File: src/rtl/rast_params.sv
// Shared rasterizer parameters and the resolve state type.
package rast_params;

    localparam int SIGFIG        = 12;
    localparam int COLORS        = 3;
    localparam int NUM_SAMPLES   = 4;
    localparam int RESOLVE_SHIFT = $clog2(NUM_SAMPLES);

    typedef enum logic {
        ACCUM = 1'b0,
        HOLD  = 1'b1
    } resolve_state_t;

endpackage

File: src/rtl/resolve_accum.sv
// One color channel of the resolver: sums hit colors or the clear color per sample.
module resolve_accum #(
    parameter int SIGFIG = 12,
    parameter int ACC_W  = 14
) (
    input  logic              clk,
    input  logic              rst_n,
    input  logic              i_beat,
    input  logic              i_final,
    input  logic              i_hit,
    input  logic [SIGFIG-1:0] i_color,
    input  logic [SIGFIG-1:0] i_clear_color,
    output logic [ACC_W-1:0]  o_sum
);

    logic [ACC_W-1:0]  r_acc;
    logic [SIGFIG-1:0] w_addend;

    assign w_addend = i_hit ? i_color : i_clear_color;
    assign o_sum    = r_acc + ACC_W'(w_addend);

    // NOTE: state registers use non-blocking assignment so every flop samples pre-edge values.
    always_ff @(posedge clk or negedge rst_n) begin
        if (!rst_n) begin
            r_acc <= '0;
        end else if (i_beat) begin
            r_acc <= i_final ? '0 : o_sum;
        end
    end

endmodule

File: src/rtl/sample_resolve.sv
// Multisample resolve: averages NUM_SAMPLES sample beats into one pixel with coverage mask.
module sample_resolve #(
    parameter int SIGFIG      = rast_params::SIGFIG,
    parameter int COLORS      = rast_params::COLORS,
    parameter int NUM_SAMPLES = rast_params::NUM_SAMPLES
) (
    input  logic                     clk,
    input  logic                     rst_n,
    input  logic [COLORS*SIGFIG-1:0] clear_color,
    input  logic                     in_valid,
    output logic                     in_ready,
    input  logic                     in_hit,
    input  logic [COLORS*SIGFIG-1:0] in_color,
    input  logic                     in_last,
    output logic                     out_valid,
    input  logic                     out_ready,
    output logic [COLORS*SIGFIG-1:0] out_color,
    output logic [NUM_SAMPLES-1:0]   out_mask,
    output logic                     err_framing
);

    import rast_params::*;

    localparam int SHIFT = $clog2(NUM_SAMPLES);
    localparam int CNT_W = (SHIFT > 0) ? SHIFT : 1;
    localparam int ACC_W = SIGFIG + SHIFT;

    resolve_state_t             r_state;
    logic [CNT_W-1:0]           r_idx;
    logic [NUM_SAMPLES-1:0]     r_mask_part;
    logic [COLORS*SIGFIG-1:0]   r_out_color;
    logic [NUM_SAMPLES-1:0]     r_out_mask;
    logic                       r_err;

    logic                       w_in_ready;
    logic                       w_beat;
    logic                       w_final;
    logic [NUM_SAMPLES-1:0]     w_mask_next;
    logic [COLORS-1:0][ACC_W-1:0] w_sum;
    logic [COLORS*SIGFIG-1:0]   w_resolved;

    // A held pixel draining this cycle frees the input for the next pixel's beat.
    assign w_in_ready = (r_state == ACCUM) || out_ready;
    assign w_beat     = in_valid && w_in_ready;
    assign w_final    = (r_idx == CNT_W'(NUM_SAMPLES - 1));

    // NOTE: default first, then override, so the combinational block cannot infer a latch.
    always_comb begin
        w_mask_next        = r_mask_part;
        w_mask_next[r_idx] = in_hit;
    end

    for (genvar g = 0; g < COLORS; g++) begin : g_chan
        resolve_accum #(
            .SIGFIG (SIGFIG),
            .ACC_W  (ACC_W)
        ) u_accum (
            .clk           (clk),
            .rst_n         (rst_n),
            .i_beat        (w_beat),
            .i_final       (w_final),
            .i_hit         (in_hit),
            .i_color       (in_color[g*SIGFIG +: SIGFIG]),
            .i_clear_color (clear_color[g*SIGFIG +: SIGFIG]),
            .o_sum         (w_sum[g])
        );
        // Top SIGFIG bits of the sum are the truncated average.
        assign w_resolved[g*SIGFIG +: SIGFIG] = w_sum[g][ACC_W-1 -: SIGFIG];
    end

    always_ff @(posedge clk or negedge rst_n) begin
        if (!rst_n) begin
            r_state     <= ACCUM;
            r_idx       <= '0;
            r_mask_part <= '0;
            r_out_color <= '0;
            r_out_mask  <= '0;
            r_err       <= 1'b0;
        end else begin
            r_err <= w_beat && (in_last != w_final);
            if (w_beat) begin
                r_idx       <= w_final ? '0 : r_idx + 1'b1;
                r_mask_part <= w_final ? '0 : w_mask_next;
            end
            if (w_beat && w_final) begin
                r_state     <= HOLD;
                r_out_color <= w_resolved;
                r_out_mask  <= w_mask_next;
            end else if (r_state == HOLD && out_ready) begin
                r_state <= ACCUM;
            end
        end
    end

    assign in_ready    = w_in_ready;
    assign out_valid   = (r_state == HOLD);
    assign out_color   = r_out_color;
    assign out_mask    = r_out_mask;
    assign err_framing = r_err;

endmodule

File: config.mk
export PLATFORM = sky130hd
export DESIGN_NAME = sample_resolve
export DESIGN_NICKNAME = d
export VERILOG_FILES = /design/src/rtl/rast_params.sv /design/src/rtl/resolve_accum.sv /design/src/rtl/sample_resolve.sv
export SDC_FILE = /design/constraint.sdc
export NUM_CORES = 1
export LEC_CHECK = 0
export CORE_AREA = 2 2 128 143
export DETAILED_ROUTE_END_ITERATION = 8
export DIE_AREA = 0 0 130 145
export PLACE_DENSITY = 0.52
export SLEW_MARGIN = 40
export SYNTH_ARGS = -nofsm -noshare
export SYNTH_HDL_FRONTEND = slang
export SYNTH_SLANG_ARGS = --single-unit
File: constraint.sdc
create_clock -name clk -period 2.65 [get_ports clk]
set_input_delay 0.53 -clock clk [delete_from_list [all_inputs] [get_ports clk]]
set_output_delay 0.53 -clock clk [all_outputs]
set_load 0.02 [all_outputs]
==> metrics, run 1 <==
Setup crit end kind=flip-flop; Synth top cells by count=dfrtp_1 (89), nand2_1 (70), o21ai_0 (52); die footprint=0.0189 sq mm; max_cap viols=0; hold_ws=0.161 ns; Reg2Reg Depth=8; Switching Share=0.398; die span in y=145 um; cells taking the most area after synthesis=dfrtp_1 (41%), mux2_2 (10%), ha_1 (9.1%); detailed-route wire length per cell=14.7 um; number of DRC markers in iteration 0=166; DRC=0; Max stage delay on crit path=0.39 ns; combinational power share=0.591; largest net degree at the start of global routing=53; Async S/R FF share, synth=1.00; worst path cell trace=clkdlybuf4s50_1 -> mux2_2 -> ha_1 -> fa_2 -> a21oi_2 -> o21ai_1 -> o21ai_1 -> nand2b_1 -> xor2_1 -> mux2_2; Min Clock Period, post-route=2.61 ns; sequential power share=0.269; Leakage=3.52 nW; metal2 WL=6950 um; Slowest-stage cell, CP=clkdlybuf4s50_1; Max Transition Viols Final=0; count leader, synth=dfrtp_1; Synth cell types=54; capture point of the worst reg-to-reg path=g_chan[2].u_accum.r_acc[8]; Setup Skew=0.00533 ns; Worst-path clk slew=0.06 ns; drt pass-1 iters=4; Area growth syn-to-layout=43.8%; chip width=130 um; status=complete, no violations; Synth top area share=0.406; Bufs on Longest Clock Path=2; Top FF cell, synth=dfrtp_1; Placed Cells=951; number of antenna-violating nets in the routed design=0; Yosys reg bits=89; worst min path class=primary input to async pin; core footprint=0.0174 sq mm; Cell Area, Synth=0.00549 sq mm; Final Wtd Congestion=0.864; nets@finish=847; M1 wire length=6290 um; Skew-Pair Late Insertion Delay=0.35 ns; post-synthesis instance total=548; GR Overflow Total=0; routed length on met3=628 um; Avg Cell Area, Syn=10.0 sq um; layout cells sized above 1=0.232; critical path data arrival time=2.85 ns; critical path class=primary input to flip-flop; Max transition margin=0.535; initial antenna violation count=0; number of global-route vias before repair=4914; crit path from=clear_color[12]; Post-Layout Cell Count=968; clock sinks=89; clock buffer count from CTS=9; I/O pin count=121; CTS tree=built; final setup vio count=0; Via density=4.86; H-Tree Depth=3; post-detail-place hpwl=10600 um; Clock power frac=0.140; sequential fraction of the synthesis area=0.406; Synth area leader=dfrtp_1; Starting Density=0.315; Post-synth EDFFs=0; Root Buffer Master=clkbuf_16; Critical Path RT=2.89 ns; Fill cells=1670; Reg2Reg Setup Slack=0.43 ns; peak supply drop=0.473 mV; first-pass GRT wire length=23800 um; P_sw=3.56 mW; RSZ-0062 raised after global routing=yes; IO Port Bufs=120; Row Count=51; Reg2Reg Launch Point=g_chan[2].u_accum.r_acc[0]; Power Density=1130 mW/mm^2; CP Max Fanout=2; vias post-DR=4700; CP Launch Type=primary input; crit path to=out_color[20]; Total GRT Usage=0.159; post-cts hold buffer count=0; Int Pwr=5.38 mW; Least-Margin Pin Slew=0.697 ns; Final Hold Fails=0; top layer in use=met4; Fmax=383 MHz; Mapped Nets=669; final wirelength=14200 um; warnings from Yosys=0; crit share post-route=0.986; # diodes=0
## flip-flops by register name, indices dropped and copies added, names as in the netlist
register,cells
err_framing,1
r_idx,2
r_mask_part,3
out_color,36
out_mask,4
g_chan.u_accum.r_acc,42
out_valid,1
## final cells by class
cell class	instances	area (sq um)	share of cell area
Clock inverter	2	12.5	0.00159
Multi-Input combinational cell	428	3260	0.412
Clock buffer	13	270	0.0342
Tap cell	238	298	0.0377
Timing Repair Buffer	194	1820	0.230
Sequential cell	89	2230	0.282
Inverter	4	15.0	0.00190
## repair_timing
action / in CTS / in global routing
setup endpoints to repair: 3 / 22
resized for setup: 4 / 21
buffers inserted: 0 / 2
pin swaps: 1 / 16
## through the flow
stage               setup WS [ns]  cell area, sq um  power [mW]   util  setup TNS (ns)
detailed placement         -0.389              7510        7.63  0.431          -11.11
floorplan                  -0.186              5600        5.61      -           -1.34
global route              -0.0758              7890        9.71  0.453          -0.241
finish                     0.0372              7890        8.94  0.453               0
global placement           -0.370              7510        7.52  0.431           -9.62
CTS                      -0.00204              7810        8.98  0.448        -0.00204
## cell usage in the layout, fill, tap and decap left out, types with 4 or more instances in the layout
master / n
o21ai_0: 48
nor3_1: 5
nor2b_1: 4
mux2_4: 4
nand2_1: 68
nor2_1: 16
dlymetal6s2s_1: 6
xor2_1: 12
a31oi_1: 5
a21oi_1: 25
a22o_1: 13
clkbuf_16: 9
ha_4: 4
o21ai_1: 11
dfrtp_1: 89
nand3_1: 14
o31ai_1: 13
mux2_2: 47
clkdlybuf4s50_1: 112
buf_4: 71
inv_1: 4
xnor2_1: 24
nand2b_1: 12
ha_1: 35
a21o_1: 12
## layer usage
layer  GRT usage  vias up
met5           0        -
li1            -     2342
met3      0.0302       20
met1       0.201     2241
met4      0.0726        0
met2       0.260       97
## critical path, delay by kind of cell
| kind | cells | cell delay [ns] |
|---|---|---|
| compound gates | 3 | 0.54 |
| xor+xnor | 1 | 0.16 |
| fa+ha+maj | 2 | 0.60 |
| buf+inv | 1 | 0.39 |
| mux | 2 | 0.52 |
| simple gates | 1 | 0.11 |
## power by group through the flow
stage	logic [mW]	registers, mW	clock network (mW)
2_1_floorplan	2.90	2.71	0
3_3_place_gp	5.10	2.41	0
3_5_place_dp	5.20	2.43	0
4_1_cts	5.26	2.42	1.30
5_1_grt	5.86	2.50	1.35
6_report	5.28	2.41	1.25
## cell families (layout without fill, tap and decap cells)
kind of cell    count (synthesis)  count (layout)  share of synthesized area
compound gates                156             156                      0.186
xor+xnor                       36              36                     0.0574
fa+ha+maj                      43              43                      0.102
buf+inv                        31             213                     0.0230
flops                          89              89                      0.406
mux                            52              52                      0.106
simple gates                  141             141                      0.120
## worst min-delay path by stage
stage | to | cells after the start
4_1_cts | g_chan[2].u_accum.r_acc[7] | 1
3_5_place_dp | r_mask_part[2] | 2
5_1_grt | g_chan[2].u_accum.r_acc[7] | 1
6_report | out_color[28] | 1
2_1_floorplan | err_framing | 0
3_3_place_gp | r_mask_part[1] | 2
Note: power is estimated with default switching activity, not from simulation.
==> run 2: changes to the inputs <==
Settings changed: RECOVER_POWER set to 100, SKIP_LAST_GASP set to 1.
==> run 2 against run 1 <==
  * Count of clock-buffer cells in the layout is the same
  * Clock power is essentially flat
  * Maximum frequency grew 0.15%
  * Utilization shrank 0.34 points
  * Combinational power shrank 3%
  * Critical path type unchanged
  * Final cell count is the same
  * Flip-flop and latch count is the same
  * Largest power group unchanged
  * Largest cell class unchanged
  * Global-route usage is the same
  * Power shrank 1.8%
  * Worst hold slack gained 0.20 ns
  * Setup slack gained 0.0038 ns
  * Cell area shrank 0.75%
==> metrics, run 2 (synthesis gave the netlist of run 1 again) <==
Reg2Reg Depth=4 (-4); Power Density=1120 mW/mm^2 (-1.1%); status=complete, no violations; post-cts hold buffer count=0 (unchanged); Critical Path RT=2.93 ns (+0.04 ns); capture point of the worst reg-to-reg path=g_chan[0].u_accum.r_acc[13]; Least-Margin Pin Slew=1.13 ns (+0.431 ns); crit share post-route=0.985 (-0.00145); Setup TNS=0 ns (unchanged); most frequent cells in the layout=dfrtp_1 (89), nand2_1 (70), clkdlybuf4s50_1 (69), buf_4 (60), o21ai_0 (50); Max transition margin=0.248 (-0.288); final wirelength=14300 um (+0.28%); Setup Skew=0.00534 ns (+0.00000633 ns); worst min path class=primary input to async pin; Worst-path clk slew=0.06 ns (about the same); Fmax=383 MHz (+0.15%); die span in y=145 um (unchanged); first-pass GRT wire length=23800 um (unchanged); number of antenna-violating nets in the routed design=0 (unchanged); post-detail-place hpwl=10600 um (unchanged); crit path from=in_color[1]; final setup vio count=0 (unchanged); I/O pin count=121 (unchanged); most common cell after layout, fill and taps aside=dfrtp_1; combinational power share=0.585 (-0.006); initial antenna violation count=0 (unchanged); largest net degree at the start of global routing=53 (unchanged); DRC=0 (unchanged); detailed-route wire length per cell=14.7 um (+0.28%); Largest register FFs=42 (unchanged); sequential power share=0.273 (+0.004); Most flops, register=g_chan.u_accum.r_acc; Leakage=3.53 nW (+0.38%); critical path class=primary input to flip-flop; Starting Density=0.315 (unchanged); Reg2Reg Launch Point=r_idx[0]; hold_ws=0.362 ns (+0.201 ns); Min Clock Period, post-route=2.61 ns (-0.00385 ns); chip width=130 um (unchanged); Switching Share=0.403 (+0.00456); layout cells sized above 1=0.216 (-0.0151); IO Port Bufs=120 (unchanged); number of global-route vias before repair=4914 (unchanged); Row Count=51 (unchanged); worst path cell trace=clkdlybuf4s50_1 -> mux2_1 -> fa_1 -> a21o_1 -> a221oi_4 -> o21ai_2 -> o211ai_2 -> mux2_4 -> o21ai_1; register area=0.00223 sq mm (unchanged); critical path data arrival time=2.89 ns (+0.04 ns); clock sinks=89 (unchanged); clock buffer count from CTS=9 (unchanged); Root Buffer Master=clkbuf_16; CTS tree=built; drt pass-1 iters=4 (unchanged); Via density=4.85 (-0.17%); Int Pwr=5.24 mW (-2.6%); peak supply drop=0.457 mV (-3.3%); # diodes=0 (unchanged); Bufs on Longest Clock Path=2 (unchanged); max_cap viols=0 (unchanged); Skew-Pair Late Insertion Delay=0.35 ns (about the same); P_sw=3.53 mW (-0.72%); Multi-input gate area=0.00324 sq mm (-0.54%); Total GRT Usage=0.159 (unchanged); die footprint=0.0189 sq mm (unchanged); Clock power frac=0.142 (+0.002); vias post-DR=4692 (-0.17%); Final Wtd Congestion=0.864 (unchanged); CP Launch Type=primary input; CP Max Fanout=3 (+1); Max stage delay on crit path=0.44 ns (+0.05 ns); fin util=0.450 (-0.00338); Reg2Reg Setup Slack=0.33 ns (-0.10 ns); core footprint=0.0174 sq mm (unchanged); Area growth syn-to-layout=42.7%; RSZ-0062 raised after global routing=yes; Final Hold Fails=0 (unchanged); Setup crit end kind=flip-flop; H-Tree Depth=3 (unchanged); crit path to=out_color[10]; Fill cells=1687 (+1.0%); GR Overflow Total=0 (unchanged); Slowest-stage cell, CP=fa_1; Max Transition Viols Final=0 (unchanged); nets@finish=847 (unchanged); number of DRC markers in iteration 0=149 (-10%)
-- run 2: cell count changes in the layout (fill, tap and decap cells not counted), moves of 2 or more --
| cell | change |
|---|---|
| buf_4 | -11 |
| clkbuf_1 | +4 |
| clkbuf_2 | +2 |
| clkbuf_4 | +5 |
| clkdlybuf4s50_1 | -43 |
| dlygate4sd3_1 | +44 |
| mux2_1 | +2 |
| mux2_2 | -2 |
| nand2_1 | +2 |
| nand2_2 | -2 |
| o21ai_0 | +2 |
| o21ai_1 | -2 |
-- run 2: area by class of cell --
cell class,instances,area share
inverters,4,0.00192
clock buffers,13,0.0345
repair buffers,194,0.226
multi-input cells,428,0.413
well taps,238,0.0380
clock inverters,2,0.00160
flip-flops and latches,89,0.284
-- run 2: worst min path at each step --
stage,to,start,slack [ns]
global route,g_chan[2].u_accum.r_acc[7],rst_n,0.46
finish,out_color[28],rst_n,0.36
floorplan,err_framing,rst_n,0.23
CTS,g_chan[2].u_accum.r_acc[7],rst_n,0.18
detailed placement,r_mask_part[2],r_mask_part[2],0.47
global placement,r_mask_part[1],r_mask_part[1],0.45
-- run 2: power by group through the flow --
stage | logic (mW) | clock network [mW] | registers [mW]
after global routing | 5.71 | 1.35 | 2.49
after detailed placement | 5.20 | 0 | 2.43
after global placement | 5.10 | 0 | 2.41
after floorplan | 2.90 | 0 | 2.71
after CTS | 5.26 | 1.30 | 2.42
final | 5.13 | 1.25 | 2.39
-- run 2: repair_timing --
item | in CTS | in global routing
gates cloned | 0 | 0
setup buffers | 0 | 2
endpoints found under the hold margin | 0 | 0
gates resized for setup | 4 | 19
pin swaps | 1 | 16
endpoints found under the setup margin | 3 | 22
-- run 2: layer usage --
metal  vias to the layer above  GRT usage  wire (um)
met4                         0     0.0726        362
li1                       2338          -          -
met1                      2233      0.201       6360
met2                        98      0.260       6920
met3                        23     0.0302        626
met5                         -          0          0
-- run 2: worst max-delay path, delay by kind of cell --
| family | cells | cell delay, ns |
|---|---|---|
| AO/OA/AOI/OAI | 5 | 0.86 |
| adder cells (fa/ha/maj) | 1 | 0.44 |
| buffers and inverters | 1 | 0.39 |
| multiplexers | 2 | 0.66 |
-- run 2: per-stage QoR --
step / cells / area [sq um] / setup WS [ns] / power [mW]
global route: 968 / 7840 / -0.0845 / 9.55
floorplan: 548 / 5600 / -0.186 / 5.61
CTS: 966 / 7810 / -0.00204 / 8.98
finish: 968 / 7840 / 0.0410 / 8.78
global placement: 951 / 7510 / -0.370 / 7.52
detailed placement: 951 / 7510 / -0.389 / 7.63
==> patch 1: new RTL, settings of run 1 <==
Remove the register `r_err`: a continuous assignment takes its place, so the output `err_framing` follows one clock earlier.
--- a/src/rtl/sample_resolve.sv
+++ b/src/rtl/sample_resolve.sv
@@ -75,9 +75,7 @@
             r_mask_part <= '0;
             r_out_color <= '0;
             r_out_mask  <= '0;
-            r_err       <= 1'b0;
         end else begin
-            r_err <= w_beat && (in_last != w_final);
             if (w_beat) begin
                 r_idx       <= w_final ? '0 : r_idx + 1'b1;
                 r_mask_part <= w_final ? '0 : w_mask_next;
@@ -92,6 +90,8 @@
         end
     end
 
+    assign r_err = w_beat && (in_last != w_final);
+
     assign in_ready    = w_in_ready;
     assign out_valid   = (r_state == HOLD);
     assign out_color   = r_out_color;
Function: changed (Yosys sat finds a counterexample within 4 cycles, from zero or initial values and one cycle with rst_n low).
==> patch 1 against run 1 <==
  * Routed wire length up 12%
  * Largest power group unchanged
  * Largest cell class unchanged
  * Synthesized area up 1.9%
  * Critical endpoint is now out_color[10]$_DFFE_PN0P_
  * Setup slack better by 0.056 ns
  * Cell area up 4.4%
  * Sequential cell count down 1
  * Clock skew up 0.0021 ns
  * Power up 6.8%
==> patch 1: results (changes against run 1) <==
stage,metric,value,unit,change
status,status,"complete, no violations",,
layout,n_fill_cell,1637,,-2.0%
detailed_routing,avgViaCountPerCell,4.90,,+0.82%
logic_synthesis,synth-compound-area-share,0.207,,+0.0212
global_routing,grt_pass1_wl,25.7,mm,+8.1%
setup_path,max_stage_delay,0.43,ns,+0.04 ns
setup_path,crit_path_max_fanout,4,,+2
logic_synthesis,yosys-top-cells-count,"nand2_1 (98), dfrtp_1 (88), o21ai_0 (49)",,
sta,tightestPinTransition,0.561,ns,-0.136 ns
logic_synthesis,synth_xor_xnor_area_share,0.0501,,-0.00732
placed_design,place_congestion,0.814,,-5.8%
setup_path,cp.arrival,2.79,ns,-0.06 ns
logic_synthesis,ys_top_cells_by_area,"dfrtp_1 (39%), mux2_2 (9.1%), ha_1 (8.9%)",,
global_routing,grt_usage,0.171,,+0.0121
logic_synthesis,seq_area_frac_synth,0.394,,-0.0119
detailed_routing,dr_wl_met2,7.86,mm,+13%
detailed_routing,met1_length,7.25,mm,+15%
detailed_routing,highest_layer,met4,,
setup_path,critical_path.top_delay_family,compound AO/OA/AOI/OAI gates,,
layout,drive_gt1_frac,0.251,,+0.0191
logic_synthesis,synth-adder-area-share,0.100,,-0.00187
global_routing,grt_pass1_vias,5165,,+5.1%
global_routing,grt_max_degree,45,,-15%
power_and_ir_drop,irDropWorstVdd,0.534,mV,+13%
power_and_ir_drop,power.leakage,0.00371,uW,+5.6%
detailed_routing,routedWlPerCell,15.7,um,+7.1%
logic_synthesis,ys_types,57,,+5.6%
layout,fin_nets,890,,+5.1%
detailed_routing,first_iter_violations,178,,+7.2%
logic_synthesis,synth.area.mux_share,0.0942,,-0.0122
-- patch 1: cell types whose count changed after synthesis, moves of 4 or more --
| cell | run 1 | this run |
|---|---|---|
| inv_1 | 4 | 10 |
| nand2b_1 | 12 | 2 |
| buf_2 | 7 | 3 |
| a21oi_2 | 0 | 5 |
| o21a_1 | 1 | 10 |
| mux2_2 | 51 | 45 |
| nand2_1 | 70 | 98 |
-- patch 1: final cells by class --
cell class | instances | share of cell area
Sequential cell | 88 | 0.267
Multi-Input combinational cell | 451 | 0.411
Inverter | 12 | 0.00546
Clock inverter | 7 | 0.0144
Clock buffer | 9 | 0.0273
Tap cell | 238 | 0.0361
Timing Repair Buffer | 207 | 0.238
-- patch 1: power breakdown --
group	total (uW)	switching [uW]	internal, uW
registers	2410	428	1990
clock network	1510	587	924
logic	5620	2810	2810
total	9540	3830	5720
-- patch 1: timing repair --
item	CTS	global route
resized for setup	0	28
gates cloned	0	1
buffers inserted	0	5
pin swaps	1	24
setup endpoints to repair	1	23
hold endpoints to repair	0	0
-- patch 1: metrics by stage --
| step | std cells | setup WS (ns) | util | cell area, um^2 | power [uW] |
|---|---|---|---|---|---|
| 3_3_place_gp | 990 | -0.302 | 0.443 | 7710 | 7760 |
| 4_1_cts | 1006 | 0.0232 | 0.462 | 8060 | 9450 |
| 5_1_grt | 1012 | -0.00243 | 0.473 | 8240 | 10300 |
| 3_5_place_dp | 990 | -0.360 | 0.443 | 7710 | 7870 |
| 2_1_floorplan | 575 | -0.160 | - | 5710 | 5740 |
| 6_report | 1012 | 0.0933 | 0.473 | 8240 | 9540 |
-- patch 1: final timing paths --
kind / start / endpoint / slack [ns] / cells past startpoint
worst max-delay path: in_color[2] / out_color[10]$_DFFE_PN0P_ / 0.09 / 10
worst min-delay path: rst_n / out_mask[2]$_DFFE_PN0P_ / 0.08 / 1
worst max register to register: g_chan[2].u_accum.r_acc[0]$_DFFE_PN0P_ / g_chan[2].u_accum.r_acc[10]$_DFFE_PN0P_ / 0.42 / 9
worst min register to register: r_mask_part[2]$_DFFE_PN0P_ / r_mask_part[2]$_DFFE_PN0P_ / 0.47 / 2
max in group asynchronous: rst_n / g_chan[1].u_accum.r_acc[0]$_DFFE_PN0P_ / 1.91 / 2
min in group clk: r_mask_part[2]$_DFFE_PN0P_ / r_mask_part[2]$_DFFE_PN0P_ / 0.47 / 2
-- patch 1: logic make-up after synthesis --
| group | after synthesis |
|---|---|
| AOI/OAI and AO/OA | 169 |
| muxes | 47 |
| adders and majority gates | 43 |
| DFF | 88 |
| buffers and inverters | 36 |
| and+or+nand+nor | 160 |
| xor gates and xnor gates | 32 |
-- patch 1: layer usage --
layer / global-route usage / up-vias
li1: - / 2468
met4: 0.0511 / 0
met1: 0.225 / 2379
met5: 0 / -
met2: 0.288 / 91
met3: 0.0269 / 16
==> patch 2: new RTL, config.mk and constraints of run 1 <==
Made on the original files. `NUM_SAMPLES`: 4 -> 8.
--- a/src/rtl/rast_params.sv
+++ b/src/rtl/rast_params.sv
@@ -3,7 +3,7 @@
 
     localparam int SIGFIG        = 12;
     localparam int COLORS        = 3;
-    localparam int NUM_SAMPLES   = 4;
+    localparam int NUM_SAMPLES   = 8;
     localparam int RESOLVE_SHIFT = $clog2(NUM_SAMPLES);
 
     typedef enum logic {
Ports: changed (resized out_mask); port bits go from 121 to 125. No check against the original RTL was run, so the function may have changed too.
==> patch 2 against run 1 <==
  * Synthesized area up 13%
  * Power up 15%
  * Setup slack better by 0.0091 ns
  * Routed wire length up 19%
  * Worst hold slack better by 0.053 ns
  * Cell area up 14%
  * Sequential cell count up 13
  * First-iteration DRC count up 57%
==> patch 2: results (changes against run 1) <==
stage,metric,value,unit,change
status,status,"complete, no violations",,
global_routing,grt_max_degree,49,,-7.5%
detailed_routing,first_iter_violations,261,,+57%
layout,diodes,0,,unchanged
placed_design,dpl.hpwl,12.7,mm,+19%
power_and_ir_drop,power.leakage,0.00407,uW,+16%
placed_design,place_congestion,0.907,,+5.0%
logic_synthesis,synth_nets,750,,+12%
cts,clkTransAtPathRegs,0.07,ns,
layout,n_fill_cell,1588,,-4.9%
logic_synthesis,synth.area.mux_share,0.109,,+0.00244
detailed_routing,drt_wl_total,16.9,mm,+19%
power_and_ir_drop,irDropWorstVdd,0.437,mV,-7.6%
detailed_routing,avgViaCountPerCell,4.98,,+2.5%
setup_path,crit_path_max_fanout,3,,+1
logic_synthesis,yosys-top-cells-count,"nand2_1 (107), dfrtp_1 (102), mux2_2 (51)",,
logic_synthesis,synth-compound-area-share,0.187,,+0.00110
logic_synthesis,ys_top_cells_by_area,"dfrtp_1 (41%), mux2_2 (9.3%), ha_1 (7.7%)",,
global_routing,grt_usage,0.187,,+0.0279
sta,hold_ws,0.214,ns,+0.0530 ns
power_and_ir_drop,p_per_area,1140,nW/um^2,+1.1%
layout,fin_nets,954,,+13%
logic_synthesis,ys_types,60,,+11%
logic_synthesis,seq_area_frac_synth,0.412,,+0.00639
setup_path,cp.arrival,2.84,ns,about the same
detailed_routing,firstDrtPassIters,4,,unchanged
layout,drive_gt1_frac,0.240,,+0.00897
sta,slew_headroom,0.550,,+0.0143
setup_path,reg2regPathDepth,8,,unchanged
setup_path,reg2reg_slack,0.31,ns,-0.12 ns
layout,largest_register_ffs,45,,+7.1%
logic_synthesis,synth_top_area_share,0.412,,+0.00639
placed_design,io_buffers,124,,+3.3%
placed_design,dpl_worst_slack,-0.508,ns,-0.119 ns
logic_synthesis,synth-adder-area-share,0.0864,,-0.0156
global_routing,grt_pass1_wl,28.1,mm,+18%
sta,skew,0.00826,ns,+0.00293 ns
[patch 2: final timing paths]
check | from | end
setup / recovery | in_color[13] | out_color[17]$_DFFE_PN0P_
hold / removal | rst_n | g_chan[2].u_accum.r_acc[4]$_DFFE_PN0P_
setup reg to reg | g_chan[2].u_accum.r_acc[0]$_DFFE_PN0P_ | out_color[29]$_DFFE_PN0P_
hold reg to reg | out_mask[3]$_DFFE_PN0P_ | out_mask[3]$_DFFE_PN0P_
max in group asynchronous | rst_n | out_color[9]$_DFFE_PN0P_
min in group clk | out_mask[3]$_DFFE_PN0P_ | out_mask[3]$_DFFE_PN0P_
[patch 2: worst max-delay path, delay by kind of cell]
| family | cells | cell delay [ns] |
|---|---|---|
| xor gates and xnor gates | 1 | 0.18 |
| adders and majority gates | 1 | 0.37 |
| buffers and inverters | 1 | 0.40 |
| and+or+nand+nor | 1 | 0.10 |
| muxes | 2 | 0.56 |
| AOI/OAI and AO/OA | 3 | 0.68 |
[patch 2: kinds of logic after synthesis]
| kind of cell | count (synthesis) |
|---|---|
| flops | 102 |
| xor+xnor | 33 |
| fa+ha+maj | 41 |
| compound gates | 165 |
| simple gates | 190 |
| mux | 61 |
| buf+inv | 39 |
[patch 2: stage by stage]
| stage | power, uW | cells | instance area [um^2] |
|---|---|---|---|
| after floorplan | 6260 | 631 | 6300 |
| after global placement | 8450 | 1054 | 8430 |
| after detailed placement | 8550 | 1054 | 8430 |
| after CTS | 10200 | 1075 | 8860 |
| after global routing | 11100 | 1078 | 8970 |
| final | 10300 | 1078 | 8970 |
[patch 2: layout make-up]
class	count	area [um^2]	share of cell area
clock inverter	6	110	0.0123
multi-input combinational	490	3690	0.411
timing repair buffer	222	2060	0.230
inverter	10	37.5	0.00418
sequential	102	2550	0.284
clock buffer	10	229	0.0255
tap	238	298	0.0332
[patch 2: layer usage]
layer	GRT usage	part of all wire	vias to the layer above
li1	-	-	2682
met1	0.249	0.46	2579
met2	0.315	0.49	91
met3	0.0280	0.031	14
met4	0.0505	0.013	0
met5	0	0	-
[patch 2: what timing repair did]
action,in CTS,in global routing
gates resized for setup,22,16
buffers inserted,5,3
endpoints found under the setup margin,28,20
pin swaps,21,10
[patch 2: power breakdown]
part | internal (uW) | total, uW | switching (uW)
combinational | 3060 | 5900 | 2850
clock | 923 | 1530 | 605
sequential | 2280 | 2840 | 558
